==> config.mk <==
export PLATFORM = sky130hd
export DESIGN_NAME = alu_share_ctrl
export DESIGN_NICKNAME = d
export VERILOG_FILES = /design/src/rtl/alu_share_ctrl_pkg.sv /design/src/rtl/alu_share_ctrl_alu.sv /design/src/rtl/alu_share_ctrl.sv
export SDC_FILE = /design/constraint.sdc
export NUM_CORES = 1
export LEC_CHECK = 0
export CAP_MARGIN = 25
export CORE_UTILIZATION = 25
export DETAILED_ROUTE_END_ITERATION = 8
export SYNTH_ARGS = -nofsm -noshare
export SYNTH_HDL_FRONTEND = slang
export SYNTH_HIERARCHICAL = 1
export SYNTH_SLANG_ARGS = --single-unit
export TNS_END_PERCENT = 1
==> constraint.sdc <==
create_clock -name clk -period 7.05 [get_ports clk]
set_input_delay 1.41 -clock clk [delete_from_list [all_inputs] [get_ports clk]]
set_output_delay 1.41 -clock clk [all_outputs]
set_load 0.005 [all_outputs]
==> src/rtl/alu_share_ctrl_pkg.sv <==
// Shared types for the two-requester ALU front-end: opcodes, FSM states and
// the operand/result payloads passed to the shared ALU.
package alu_share_ctrl_pkg;

    localparam int unsigned DATA_W  = 32;
    localparam int unsigned OP_W    = 3;
    localparam int unsigned SHAMT_W = $clog2(DATA_W);

    typedef enum logic [OP_W-1:0] {
        OP_AND = 3'b000,
        OP_OR  = 3'b001,
        OP_XOR = 3'b010,
        OP_NOR = 3'b011,
        OP_ADD = 3'b100,
        OP_SUB = 3'b101,
        OP_SLT = 3'b110,
        OP_SLL = 3'b111
    } alu_op_e;

    typedef enum logic [1:0] {
        S_IDLE = 2'd0,
        S_EXEC = 2'd1,
        S_DONE = 2'd2
    } state_e;

    typedef struct packed {
        logic [DATA_W-1:0] a;
        logic [DATA_W-1:0] b;
        alu_op_e           op;
    } alu_req_t;

    typedef struct packed {
        logic [DATA_W-1:0] f;
        logic              zf;
        logic              of;
    } alu_rsp_t;

endpackage

==> src/rtl/alu_share_ctrl_alu.sv <==
// Combinational 32-bit ALU shared by both requesters.
module alu_share_ctrl_alu
    import alu_share_ctrl_pkg::*;
(
    input  alu_req_t req_i,
    output alu_rsp_t rsp_o
);

    logic              is_sub;
    logic [DATA_W-1:0] b_opnd;
    logic [DATA_W:0]   sum;
    logic              carry_in_msb;

    // SUB reuses the adder as a + ~b + 1 so OF falls out of the same carries
    always_comb begin
        is_sub       = (req_i.op == OP_SUB);
        b_opnd       = is_sub ? ~req_i.b : req_i.b;
        sum          = {1'b0, req_i.a} + {1'b0, b_opnd} + (DATA_W+1)'(is_sub);
        carry_in_msb = req_i.a[DATA_W-1] ^ b_opnd[DATA_W-1] ^ sum[DATA_W-1];
    end

    always_comb begin
        rsp_o = '0;
        case (req_i.op)
            OP_AND: rsp_o.f = req_i.a & req_i.b;
            OP_OR:  rsp_o.f = req_i.a | req_i.b;
            OP_XOR: rsp_o.f = req_i.a ^ req_i.b;
            OP_NOR: rsp_o.f = ~(req_i.a | req_i.b);
            OP_ADD, OP_SUB: begin
                rsp_o.f  = sum[DATA_W-1:0];
                rsp_o.of = carry_in_msb ^ sum[DATA_W];
            end
            OP_SLT: rsp_o.f = DATA_W'(req_i.a < req_i.b);
            OP_SLL: rsp_o.f = (req_i.a >= DATA_W) ? '0 : (req_i.b << req_i.a[SHAMT_W-1:0]);
        endcase
        rsp_o.zf = (rsp_o.f == '0);
    end

endmodule

==> src/rtl/alu_share_ctrl.sv <==
// Round-robin front-end sharing one ALU between two requesters: accept,
// execute, then hold the registered result until the issuer consumes it.
module alu_share_ctrl
    import alu_share_ctrl_pkg::*;
#(
    parameter int unsigned W    = DATA_W,
    parameter int unsigned NREQ = 2
) (
    input  logic            clk,
    input  logic            rst,
    input  logic [NREQ-1:0] req_valid,
    output logic [NREQ-1:0] req_ready,
    input  logic [W-1:0]    req0_a,
    input  logic [W-1:0]    req0_b,
    input  logic [OP_W-1:0] req0_op,
    input  logic [W-1:0]    req1_a,
    input  logic [W-1:0]    req1_b,
    input  logic [OP_W-1:0] req1_op,
    output logic [NREQ-1:0] rsp_valid,
    input  logic [NREQ-1:0] rsp_ready,
    output logic [W-1:0]    rsp_f,
    output logic            rsp_zf,
    output logic            rsp_of,
    output logic            busy
);

    state_e          state_q, state_d;
    logic            prio_q, prio_d;
    logic            id_q, id_d;
    alu_req_t        opnd_q, opnd_d;
    alu_rsp_t        rsp_q, rsp_d;
    alu_rsp_t        alu_rsp;
    logic [NREQ-1:0] grant;

    alu_share_ctrl_alu u_alu (
        .req_i (opnd_q),
        .rsp_o (alu_rsp)
    );

    // A lone requester always wins; on a tie the priority pointer decides
    always_comb begin
        grant = req_valid;
        if (&req_valid) begin
            grant = prio_q ? NREQ'(2'b10) : NREQ'(2'b01);
        end
    end

    always_comb begin
        state_d   = state_q;
        prio_d    = prio_q;
        id_d      = id_q;
        opnd_d    = opnd_q;
        rsp_d     = rsp_q;
        req_ready = '0;
        rsp_valid = '0;
        busy      = 1'b1;
        case (state_q)
            S_IDLE: begin
                busy      = 1'b0;
                req_ready = rst ? '0 : grant;
                if (|grant) begin
                    id_d    = grant[1];
                    prio_d  = ~grant[1];
                    opnd_d  = grant[1] ? '{a: req1_a, b: req1_b, op: alu_op_e'(req1_op)}
                                       : '{a: req0_a, b: req0_b, op: alu_op_e'(req0_op)};
                    state_d = S_EXEC;
                end
            end
            S_EXEC: begin
                rsp_d   = alu_rsp;
                state_d = S_DONE;
            end
            S_DONE: begin
                // Result is suppressed while reset is pending: the op is being discarded
                rsp_valid = rst ? '0 : (NREQ'(1) << id_q);
                if (rsp_ready[id_q]) begin
                    state_d = S_IDLE;
                end
            end
            default: state_d = S_IDLE;
        endcase
    end

    always_ff @(posedge clk) begin
        if (rst) begin
            state_q <= S_IDLE;
            prio_q  <= 1'b0;
            id_q    <= 1'b0;
            opnd_q  <= '0;
            rsp_q   <= '0;
        end else begin
            state_q <= state_d;
            prio_q  <= prio_d;
            id_q    <= id_d;
            opnd_q  <= opnd_d;
            rsp_q   <= rsp_d;
        end
    end

    assign rsp_f  = rsp_q.f;
    assign rsp_zf = rsp_q.zf;
    assign rsp_of = rsp_q.of;

endmodule

Yosys cells after proc, flatten, opt, wreduce, memory -nomap -nowiden
Cells that the tools add are included.
{ "word_totals": {"regBits": 105, "in_bits": 140, "out_inout_bits": 39, "elab_cells": 61} }
{ "classes": {"addsub": 2, "magnitude_cmp": 3, "eq_ne": 11, "n_shift": 2, "muxes": 17, "bitwise_logic": 9, "reduce_logical": 8} }
{ "op_table": {"columns": ["cell", "count"], "rows": [
  ["32-bit one-hot mux with 7 select lines", 1],
  ["67-bit 2-to-1 mux", 1],
  ["32-bit 2-to-1 mux", 2],
  ["32-bit NOT", 2],
  ["32-bit by 32-bit adder with 33-bit output", 1],
  ["33-bit by 1-bit adder with 33-bit output", 1],
  ["32-bit bitwise AND", 1],
  ["32-bit by 6-bit greater-or-equal comparator with 1-bit output, second input constant", 1],
  ["32-bit zero test", 1],
  ["32-bit less-than comparator", 1],
  ["32-bit OR", 1],
  ["32-bit by 5-bit left shift with 32-bit output", 1],
  ["32-bit bitwise XOR", 1],
  ["2-bit 2-to-1 mux", 8],
  ["3-bit equality test, second input constant", 4],
  ["3-bit by 2-bit equality test with 1-bit output, second input constant", 2],
  ["2-bit one-hot mux with 3 select lines", 1],
  ["2-bit AND reduction", 3],
  ["1-bit 2-to-1 mux", 4],
  ["2-bit != test, second input constant", 2],
  ["2-bit OR reduction", 2],
  ["3-bit by 1-bit equality test with 1-bit output, second input constant", 1],
  ["3-bit zero test", 1],
  ["1-bit bitwise XOR", 3],
  ["other kinds (6)", 6]
]} }

Depth between registers and ports, before layout
Gate-level depths: netlist of run 1.
{ "logic_depth": {"ltp_word": 7, "mapped_depth": 22, "ltp_nobuf": 17} }

By module
The synthesis of run 1 kept the hierarchy.
{ "modules_own_cells": {"columns": ["mod", "instances", "cells_per_inst", "area_each_um2", "seq_area_each_um2"], "rows": [
  ["alu_share_ctrl_alu", 1, 983, 7387.1, 0.0],
  ["alu_share_ctrl", 1, 573, 5002.3, 2102.0]
]} }

Worst setup path after synthesis of run 1
No wires, ideal clock.
{ "synth_timing": {"kind": "reg-to-reg", "startpoint": "reg opnd_q[1] in the netlist's numbering", "endpoint": "reg rsp_q, in the netlist rsp_zf", "setup_ns": 0.071, "arrival_time_ns": 4.863, "required_time_ns": 6.979, "path_slack_ns": 2.116, "path_stages_with_launch": 23, "n_path_buf": 6, "period_less_slack_ns": 4.934, "path_cell_list": "dfxtp_1 buf_4 nor2b_1 clkbuf_1 clkbuf_1 buf_6 nand2_1 buf_1 xnor2_1 ha_1 clkbuf_1 a211oi_1 nor3b_1 a2111oi_2 a21oi_1 nor4b_1 or4_1 or4_1 nor4_1 nand4b_1 nor3_2 nand2_1 a21oi_1"} }
{ "synth_lines": {"columns": ["element", "line_no", "source"], "rows": [
  ["start: declaration", "alu_share_ctrl.sv:30", "alu_req_t opnd_q, opnd_d;"],
  ["start signal: assignment", "alu_share_ctrl.sv:95", "opnd_q <= opnd_d;"],
  ["end signal: assignment", "alu_share_ctrl.sv:96", "rsp_q <= rsp_d;"],
  ["end: declaration", "alu_share_ctrl.sv:31", "alu_rsp_t rsp_q, rsp_d;"]
]} }

==> key figures, run 1 <==
Yosys
  • Top_reg_cell synth: dfxtp_1
  • Ys Warns: 6
  • Mean Syn Cell Area: 7.962 µm²
  • Yosys cell types: 92
  • Synth cell count leaders: nand2_1 (151), ha_1 (133), a21oi_1 (131)
  • Asr flop ratio synth: 0%
  • Syn nets: 1,830
  • Cell accounting for the most synthesized area: dfxtp_1
  • Cells after Synth: 1,556
  • Post-Syn Area: 12,390 µm²
  • Most common cell in the netlist: nand2_1
  • Largest cells by area after synthesis: dfxtp_1 (17%), ha_1 (13%), mux4_2 (5.8%)
  • Seq cells post-synth: 105
  • Post-synth EDFFs: 0
  • Sequential element share of the synthesized area: 16.97%
  • Post-synth top area share: 16.97%

Timing
  • Endpoints failing setup: 0
  • Max_slew headroom: 26.51%
  • Max Freq: 0.2020 GHz
  • RSZ-0062 raised after global routing: no
  • Final critical-path share of the clock period: 70.20%
  • Worst clock skew: 0.01251 ns
  • Final Slew Violations: 0
  • Final hold violations: 0
  • Final min period: 4.949 ns
  • Sum Neg Setup Slack: 0 ns
  • Final worst setup slack: 2.101 ns
  • Worst slew pin tran: 1.096 ns

GRT
  • Global router's overall resource usage: 19.91%
  • Met2 global-route usage: 28.95%
  • Gr busiest metal: met1
  • Vias in the first global route: 12,050
  • Grt met1 use: 29.55%
  • First-pass GRT wire length: 76,800 µm
  • Total grt overflow: 0
  • GRT met3 Usage: 3.514%
  • Pin count of the biggest net entering global routing: 72
  • Initial antenna violation count: 1

Floorplan
  • Vertical die dimension: 224.6 µm
  • Cell Rows: 81
  • Core area: 48,950 µm²
  • I/O pin total: 179
  • DIE WIDTH: 224.6 µm
  • Initial Util: 25.31%
  • Die area: 50,450 µm²

Final layout
  • Finished Layout Cells: 2,315
  • Layout Cell Area excl Fill: 14,830 µm²
  • Final net count: 1,921
  • Share of cells above drive strength 1: 11.27%
  • Diode count: 0
  • Area grow syn2layout: 19.73%
  • Number of fill cells: 5,222

Routing
  • Routed wire length: 51,210 µm
  • Drt first pass iters: 6
  • Vias: 12,900
  • Via density: 5.574
  • DRC violations left: 0
  • DRT antenna net count: 0
  • Post-DR wirelength/cell: 22.12 µm
  • DR iter-0 viols: 1,296

Critical path
  • Most frequent CP cell: a21oi_1
  • Critical Path, Cell by Cell: nor2b_1 -> nand2_1 -> buf_4 -> xnor2_1 -> ha_1 -> a21oi_1 -> o21ai_1 -> o311ai_1 -> a21oi_1 -> nor4b_1 -> or4_1 -> or4_1 -> nor4_1 -> nand4b_1 -> nor3_2 -> nand2_1 -> a21oi_1
  • Crit path kind: reg2reg
  • Top Family by Delay on Critical Path: simple AND/OR/NAND/NOR gates
  • Slowest CP cell: o311ai_1
  • CP required: 7.36 ns
  • Crit path max fanout: 31
  • Worst path buffer plus inverter count: 1
  • Slowest stage delay, CP: 0.56 ns
  • Crit end category: register
  • CP Data Arrival Time: 5.25 ns
  • Critical Path Start Type: register

Clock tree
  • Total CTS buffers: 9
  • Clock transition at path regs: 0.08 ns
  • Clk_lat worst skew: 0.39 ns
  • Clk sinks: 105
  • CTS tree: built
  • Max Root-Sink Buffers: 2
  • Count of cells resized by post-cts repair: 0
  • Htree depth: 3
  • Setup bufs post-CTS: 0
  • CTS Hold Bufs: 0
  • Root buffer cell: clkbuf_16

Placed design
  • DP HPWL: 39,880 µm
  • GP Congestion: 0.9745
  • IO Port Bufs: 178
  • Area after DPL: 14,540 µm²
  • Dpl ws: 2.298 ns
  • Placed cells: 2,300

Power and ir drop
  • VDD IR max: 0.0001504 V
  • Pwr per Cell Area: 205.9 nW/µm²
  • LEAKAGE: 5.315 nW

Job
  • Max-cap viol count: 0

Worst hold path
  • Hold crit path type: reg2reg

Outcome
  • Status: completed
through the flow:
step                utilization, %  hold slack (ns)  power [mW]
finish                       30.30           0.4577       3.054
global route                 30.30           0.4745       3.223
CTS                          30.30           0.4588       3.025
detailed placement           29.70           0.4489       2.473
global placement             29.70           0.4431       2.466
floorplan                        -           0.4527       1.896
cells in the final DEF, fill, tap and decap left out, types with 9 or more instances in the layout:
cell type	instances
dfxtp_1	102
nand4_1	14
a211oi_1	10
a21oi_1	131
clkbuf_16	9
inv_1	90
nor3_1	18
xnor2_1	59
o21a_1	9
a311oi_2	31
o22ai_1	22
mux2i_1	31
nor4_1	14
ha_1	133
o211ai_1	15
o21ai_0	102
xor2_1	14
nor2b_1	10
o221a_2	15
nand2b_1	10
o21ai_1	14
or4_1	12
a21o_1	10
mux4_2	32
a31oi_1	16
clkdlybuf4s50_1	176
nand3_1	83
a21oi_2	30
buf_4	29
nand2_1	151
nor2_1	78
a311oi_1	38
path summary, 6_finish.rpt:
path         slack, ns       from   endpoint  depth (start not counted)
min               0.46  rsp_f[18]  rsp_f[18]                          2
max reg2reg       2.10  opnd_q[2]     rsp_zf                         17
max               2.10  opnd_q[2]     rsp_zf                         17
min reg2reg       0.46  rsp_f[18]  rsp_f[18]                          2
tightest hold or removal path, delay by kind of cell (launching register included):
family,cells,cell delay (ns)
AO/OA/AOI/OAI,1,0.05
flip-flops,1,0.31
AND/OR/NAND/NOR,1,0.05
cell families after synthesis:
family,Yosys count,share of synthesized area (%)
multiplexers,70,8.958
buffers and inverters,219,8.332
flip-flops,105,16.97
XOR/XNOR,73,5.161
adder cells (fa/ha/maj),134,13.59
AND/OR/NAND/NOR,446,17.59
AO/OA/AOI/OAI,509,29.40
registers in the layout (all words and copies together), names as in the netlist:
register and count:
id_q 1, opnd_q 67, prio_q 1, rsp_f 32
rsp_of 1, rsp_zf 1, state_q 2
where the power goes:
group          switching, mW  leakage (nW)  internal [mW]  total, mW
clock network          0.265         0.142          0.279      0.543
registers              0.163         0.867          0.662      0.824
logic                  0.997          4.31          0.690       1.69
per-layer routing:
metal	part of all wire, %	vias to the layer above	routed length (µm)
met1	47	6194	24280
met4	2.7	2	1387
met5	0.025	-	13
met3	8.0	86	4079
met2	42	678	21450
li1	-	5944	-
cell type report:
type / count / area (µm²) / share of cell area, %
Multi-Input combinational cell: 1232 / 9270 / 62.49
Sequential cell: 105 / 2106 / 14.20
Tap cell: 664 / 830.8 / 5.601
Inverter: 93 / 349.1 / 2.353
Timing Repair Buffer: 206 / 1984 / 13.38
Clock inverter: 5 / 65.06 / 0.4386
Clock buffer: 10 / 229.0 / 1.544
Note: power is estimated with default switching activity, not from simulation.
==> run 2, diff against run 1 <==
- clock period: 7.05 -> 4.8 ns (I/O delays scaled with it)
==> run 2 against run 1 <==
Total power up 51%. Highest routed layer is now met4. First-iteration DRC count down 17%. Setup slack worse by 1.8 ns. Critical path depth unchanged. Cell count up 3.0%. Hold slack worse by 0.0040 ns. Largest cell class unchanged. Design area up 3.9%.
==> key figures, run 2 (same netlist as run 1, synthesis figures left out) <==
Critical path
  • Critical Path Start Type: register
  • CP required: 5.11 ns (-2.25 ns)
  • Crit end category: register
  • Crit path max fanout: 18 (-42%)
  • Crit path kind: reg2reg
  • CP Data Arrival Time: 4.84 ns (-0.41 ns)

Job
  • Max-cap viol count: 0 (unchanged)

Placed design
  • Placed cells: 2,368 (+3.0%)
  • DP HPWL: 40,880 µm (+2.5%)
  • IO Port Bufs: 178 (unchanged)
  • GP Congestion: 0.9826 (+0.83%)

Routing
  • DRC violations left: 0 (unchanged)
  • DRT antenna net count: 0 (unchanged)
  • Via density: 5.464 (-2.0%)
  • Post-DR wirelength/cell: 21.42 µm (-3.2%)
  • Vias: 13,030 (+0.94%)
  • DR iter-0 viols: 1,070 (-17%)
  • Drt first pass iters: 5 (-1)
  • Routed wire length: 51,070 µm (-0.28%)

Floorplan
  • Cell Rows: 81 (unchanged)
  • DIE WIDTH: 224.6 µm (unchanged)
  • Vertical die dimension: 224.6 µm (unchanged)
  • I/O pin total: 179 (unchanged)
  • Die area: 50,450 µm² (unchanged)
  • Initial Util: 25.31% (unchanged)
  • Core area: 48,950 µm² (unchanged)

GRT
  • Vias in the first global route: 12,550 (+4.1%)
  • Total grt overflow: 0 (unchanged)
  • Pin count of the biggest net entering global routing: 70 (-2.8%)
  • Global router's overall resource usage: 20.04% (+0.13 points)
  • Initial antenna violation count: 0 (-1)
  • First-pass GRT wire length: 77,600 µm (+1.0%)

Timing
  • Max Freq: 0.2205 GHz (+9.1%)
  • Sum Neg Setup Slack: 0 ns (unchanged)
  • Final Slew Violations: 0 (unchanged)
  • Worst slew pin tran: 1.106 ns (+0.009876 ns)
  • Final critical-path share of the clock period: 94.49% (+24 points)
  • RSZ-0062 raised after global routing: no
  • Final hold violations: 0 (unchanged)
  • Final min period: 4.536 ns (-0.4136 ns)
  • Max_slew headroom: 25.85% (-0.66 points)
  • Endpoints failing setup: 0 (unchanged)
  • Worst clock skew: 0.02504 ns (+0.01254 ns)

Power and ir drop
  • Reg power frac: 23.4% (-3.6 points)
  • Switching power total: 2.145 mW (+51%)
  • Pwr per Cell Area: 298.6 nW/µm² (+45%)
  • Internal: 2.457 mW (+51%)
  • Clock power frac: 17.6% (-0.2 points)
  • Switching share of power: 46.61% (about the same)
  • VDD IR max: 0.0001787 V (+19%)
  • Combinational power share: 59.0% (+3.8 points)
  • Post-layout power: 4.602 mW (+51%)
  • LEAKAGE: 5.691 nW (+7.1%)

Final layout
  • Largest register FFs: 67 (unchanged)
  • Largest Register: opnd_q
  • Share of cells above drive strength 1: 15.12% (+3.9 points)
  • Most frequent cells in the layout: clkdlybuf4s50_1 (176), nand2_1 (151), ha_1 (133), a21oi_1 (130)
  • Final net count: 1,989 (+3.5%)
  • Finished Core Util: 31.48% (+1.2 points)
  • Area grow syn2layout: 24.39%
  • Diode count: 0 (unchanged)
  • Commonest non-fill, non-tap cell in the layout: clkdlybuf4s50_1
  • Finished Layout Cells: 2,384 (+3.0%)

Clock tree
  • CTS tree: built
  • Root buffer cell: clkbuf_16
  • Clk sinks: 105 (unchanged)
  • CTS Hold Bufs: 0 (unchanged)
  • Htree depth: 3 (unchanged)
  • Clock transition at path regs: 0.10 ns (+0.02 ns)
  • Clk_lat worst skew: 0.40 ns (about the same)
  • Count of cells resized by post-cts repair: 0 (unchanged)
  • Total CTS buffers: 9 (unchanged)
  • Max Root-Sink Buffers: 2 (unchanged)
  • Setup bufs post-CTS: 0 (unchanged)

Outcome
  • Status: completed

Worst hold path
  • Hold crit path type: reg2reg
## run 2: through the flow
stage               hold slack, ns  setup WS [ns]  area [µm²]
finish                      0.4537         0.2643       15410
CTS                         0.4571         0.2331       15380
detailed placement          0.4468         0.2912       15080
global placement            0.4491         0.2991       15080
floorplan                   0.4527        0.05548       12390
global route                0.4728        0.02996       15410
## run 2: final cells by class
type / instances / area [µm²]
Sequential cell: 105 / 2106
Multi-Input combinational cell: 1232 / 9294
Timing Repair Buffer: 274 / 2524
Fill cell: 5187 / 33540
Clock buffer: 9 / 225.2
Tap cell: 664 / 830.8
Inverter: 93 / 349.1
Clock inverter: 7 / 82.58
## run 2: worst paths after layout
path	cells past startpoint	from	slack (ns)	end
setup / recovery	17	opnd_q[2]	0.26	rsp_zf
hold / removal	2	rsp_f[17]	0.45	rsp_f[17]
setup reg to reg	17	opnd_q[2]	0.26	rsp_zf
hold reg to reg	2	rsp_f[17]	0.45	rsp_f[17]
## run 2: critical path: stages (launching register included)
cell and delay [ns]:
dfxtp_1 0.35, nor2b_1 0.17, nand2_1 0.07, buf_4 0.24, xnor2_1 0.18, ha_1 0.27, or3_1 0.44, o221ai_4 0.12
xnor2_1 0.10, a221oi_1 0.48, o2111ai_1 0.21, or4_1 0.47, or4b_1 0.52, nor4_1 0.31, nand4b_1 0.14, nor3_2 0.16
nand2_1 0.06, a21oi_1 0.13
## run 2: power by group through the flow
| stage | combinational [mW] | sequential (mW) | clock (mW) |
|---|---|---|---|
| after CTS | 2.65 | 1.08 | 0.827 |
| after detailed placement | 2.64 | 1.10 | 0 |
| final | 2.71 | 1.08 | 0.810 |
| after global placement | 2.63 | 1.09 | 0 |
| after global routing | 2.91 | 1.09 | 0.854 |
| after floorplan | 1.67 | 1.12 | 0 |
## run 2: per-layer routing
layer | routed length, µm | GRT usage [%]
met5 | 0 | 0
met4 | 1295 | 6.013
met3 | 4135 | 3.788
met2 | 21490 | 29.54
met1 | 24150 | 29.18
==> run 3, diff against run 2 <==
- SYNTH_HIERARCHICAL: 1 -> unset
==> run 3 against run 2 <==
Via count shrank 12%. Global-route usage rose by 0.52 points. Largest power group unchanged. Count of clock-buffer cells in the layout rose by 2. Highest routed layer unchanged. Design area shrank 11%.
==> key figures, run 3 <==
Floorplan
  • I/O pin total: 179 (unchanged)
  • Cell Rows: 76 (-6.2%)
  • Core area: 43,170 µm² (-12%)
  • Initial Util: 25.44% (+0.13 points)
  • DIE WIDTH: 211.6 µm (-5.8%)
  • Die area: 44,770 µm² (-11%)
  • Vertical die dimension: 211.6 µm (-5.8%)

Power and ir drop
  • VDD IR max: 0.0001842 V (+3.0%)
  • Post-layout power: 3.761 mW (-18%)
  • LEAKAGE: 5.312 nW (-6.7%)
  • Pwr per Cell Area: 273.6 nW/µm² (-8.4%)

Yosys
  • Most common cell in the netlist: ha_1
  • Syn nets: 1,645 (-10%)
  • Sequential element share of the synthesized area: 19.14% (+2.2 points)
  • Post-synth EDFFs: 0 (unchanged)
  • Post-synth top area share: 19.14% (+2.2 points)
  • Largest cells by area after synthesis: dfxtp_1 (19%), ha_1 (15%), xnor2_1 (4.9%)
  • Asr flop ratio synth: 0% (unchanged)
  • Seq cells post-synth: 105 (unchanged)
  • Synth cell count leaders: ha_1 (132), nand2_1 (129), nor2_1 (125)
  • Ys Warns: 0 (-6)
  • Mean Syn Cell Area: 8.005 µm² (+0.54%)
  • Yosys cell types: 89 (-3.3%)
  • Cells after Synth: 1,372 (-12%)
  • Post-Syn Area: 10,980 µm² (-11%)
  • Top_reg_cell synth: dfxtp_1
  • Cell accounting for the most synthesized area: dfxtp_1

Placed design
  • Area after DPL: 13,470 µm² (-11%)
  • GP Congestion: 0.9750 (-0.77%)
  • IO Port Bufs: 178 (unchanged)
  • DP HPWL: 36,270 µm (-11%)

Critical path
  • Slowest stage delay, CP: 0.51 ns (about the same)
  • Crit end category: register
  • Worst path buffer plus inverter count: 1 (unchanged)
  • Crit path kind: reg2reg
  • Crit path max fanout: 17 (-1)
  • Critical Path, Cell by Cell: nor2_1 -> nand2_1 -> xnor2_1 -> inv_1 -> fa_1 -> nand2b_1 -> a21oi_1 -> o21ai_1 -> a211oi_2 -> o2111ai_1 -> a311oi_1 -> nor2_1 -> or4_1 -> and3_1 -> o41ai_1
  • Most frequent CP cell: nor2_1
  • Slowest CP cell: or4_1
  • Top Family by Delay on Critical Path: compound AO/OA/AOI/OAI gates
  • Critical Path Start Type: register
  • CP required: 5.08 ns (-0.03 ns)
  • CP Data Arrival Time: 4.63 ns (-0.21 ns)

Final layout
  • Commonest non-fill, non-tap cell in the layout: clkdlybuf4s50_1
  • Diode count: 0 (unchanged)
  • Largest register FFs: 67 (unchanged)
  • Area grow syn2layout: 25.16%
  • Number of fill cells: 4,644 (-10%)
  • Layout Cell Area excl Fill: 13,750 µm² (-11%)
  • Most frequent cells in the layout: clkdlybuf4s50_1 (177), ha_1 (132), nand2_1 (129), nor2_1 (125), dfxtp_1 (103)
  • Share of cells above drive strength 1: 8.882% (-6.2 points)
  • Final net count: 1,789 (-10%)
  • Largest Register: opnd_q

Timing
  • Final min period: 4.346 ns (-0.1901 ns)
  • Max Freq: 0.2301 GHz (+4.4%)
  • Final Slew Violations: 0 (unchanged)
  • Sum Neg Setup Slack: 0 ns (unchanged)
  • Final critical-path share of the clock period: 90.53% (-4.0 points)
  • Worst clock skew: 0.01833 ns (-0.006715 ns)
  • RSZ-0062 raised after global routing: no
  • Endpoints failing setup: 0 (unchanged)
  • Worst hold slack: 0.4569 ns (+0.003158 ns)
  • Worst slew pin tran: 0.8184 ns (-0.2878 ns)
  • Max_slew headroom: 45.27% (+19 points)
  • Final hold violations: 0 (unchanged)

Routing
  • Routed wire length: 46,120 µm (-9.7%)
  • DRT antenna net count: 0 (unchanged)
  • Via density: 5.464 (about the same)
  • Post-DR wirelength/cell: 21.91 µm (+2.3%)
  • Vias: 11,500 (-12%)
  • DRC violations left: 0 (unchanged)
  • Drt first pass iters: 6 (+1)
  • DR iter-0 viols: 1,219 (+14%)

GRT
  • Initial antenna violation count: 0 (unchanged)
  • First-pass GRT wire length: 69,000 µm (-11%)
  • Total grt overflow: 0 (unchanged)
  • Vias in the first global route: 11,020 (-12%)
  • Global router's overall resource usage: 20.56% (+0.52 points)
  • Pin count of the biggest net entering global routing: 54 (-23%)

Clock tree
  • Count of cells resized by post-cts repair: 0 (unchanged)
  • Total CTS buffers: 9 (unchanged)
  • CTS tree: built
  • Clk_lat worst skew: 0.40 ns (about the same)
  • Clock transition at path regs: 0.09 ns (about the same)
  • Max Root-Sink Buffers: 2 (unchanged)
  • Setup bufs post-CTS: 0 (unchanged)
  • Htree depth: 3 (unchanged)
  • Clk sinks: 105 (unchanged)
  • CTS Hold Bufs: 0 (unchanged)
  • Root buffer cell: clkbuf_16

Worst hold path
  • Hold crit path type: reg2reg

Job
  • Max-cap viol count: 0 (unchanged)

Outcome
  • Status: completed
-- run 3: changes by cell type after synthesis, moves of 16 or more --
cell	delta
a211oi_1	+16
a21oi_1	-50
a21oi_2	-30
a222oi_1	+39
a22oi_1	+27
a311oi_1	-33
a311oi_2	-31
buf_2	-30
clkbuf_1	+19
nand2_1	-22
nand3_1	-63
nor2_1	+47
o21ai_0	-42
-- run 3: cells by family (layout without fill, tap and decap cells) --
group                    after synthesis  in the layout  share of synthesized area, %
AO/OA/AOI/OAI                        397            397                         26.35
XOR/XNOR                              74             74                         5.901
adder cells (fa/ha/maj)              133            133                         15.22
buffers and inverters                189            337                         7.040
flip-flops                           105            105                         19.14
multiplexers                          69             69                         8.818
AND/OR/NAND/NOR                      405            405                         17.53
-- run 3: worst paths after layout --
| check | cells past startpoint | slack (ns) | end | from |
|---|---|---|---|---|
| hold / removal | 2 | 0.46 | rsp_f[22] | rsp_f[22] |
| hold reg to reg | 2 | 0.46 | rsp_f[22] | rsp_f[22] |
| setup / recovery | 15 | 0.45 | rsp_of | opnd_q[1] |
| setup reg to reg | 15 | 0.45 | rsp_of | opnd_q[1] |
-- run 3: worst register-to-register path, delay by kind of cell, from the launching register on --
| family | cells | cell delay (ns) |
|---|---|---|
| AOI/OAI and AO/OA | 6 | 1.56 |
| and+or+nand+nor | 6 | 1.31 |
| adders and majority gates | 1 | 0.45 |
| DFF | 1 | 0.44 |
| xor gates and xnor gates | 1 | 0.39 |
| buffers and inverters | 1 | 0.12 |
-- run 3: stage by stage --
step / utilization, % / setup slack [ns] / std cells
detailed placement: 31.21 / 0.4564 / 2090
global route: 31.84 / 0.009880 / 2105
CTS: 31.83 / 0.4431 / 2105
finish: 31.84 / 0.4544 / 2105
floorplan: - / 0.2888 / 1372
global placement: 31.21 / 0.5392 / 2090
-- run 3: final cells by class --
class | instances | area [µm²] | area share [%]
repair buffers | 229 | 2166 | 15.76
clock buffers | 11 | 232.7 | 1.693
inverters | 93 | 349.1 | 2.539
flip-flops and latches | 105 | 2105 | 15.31
well taps | 585 | 732.0 | 5.324
clock inverters | 4 | 37.54 | 0.2731
multi-input cells | 1078 | 8125 | 59.11
-- run 3: metal layers --
metal / routed length [µm] / track usage (%) / vias to the layer above / share of wire, %
met5: 0 / 0 / - / 0
met4: 1351 / 7.196 / 0 / 2.9
met3: 4403 / 5.548 / 75 / 9.5
met2: 18980 / 29.66 / 532 / 41
met1: 21390 / 29.01 / 5530 / 46
li1: - / - / 5364 / -
-- run 3: where the power goes --
part / internal, mW / total (mW) / switching (mW)
combinational: 0.814 / 1.88 / 1.07
sequential: 0.957 / 1.14 / 0.178
clock: 0.358 / 0.743 / 0.386
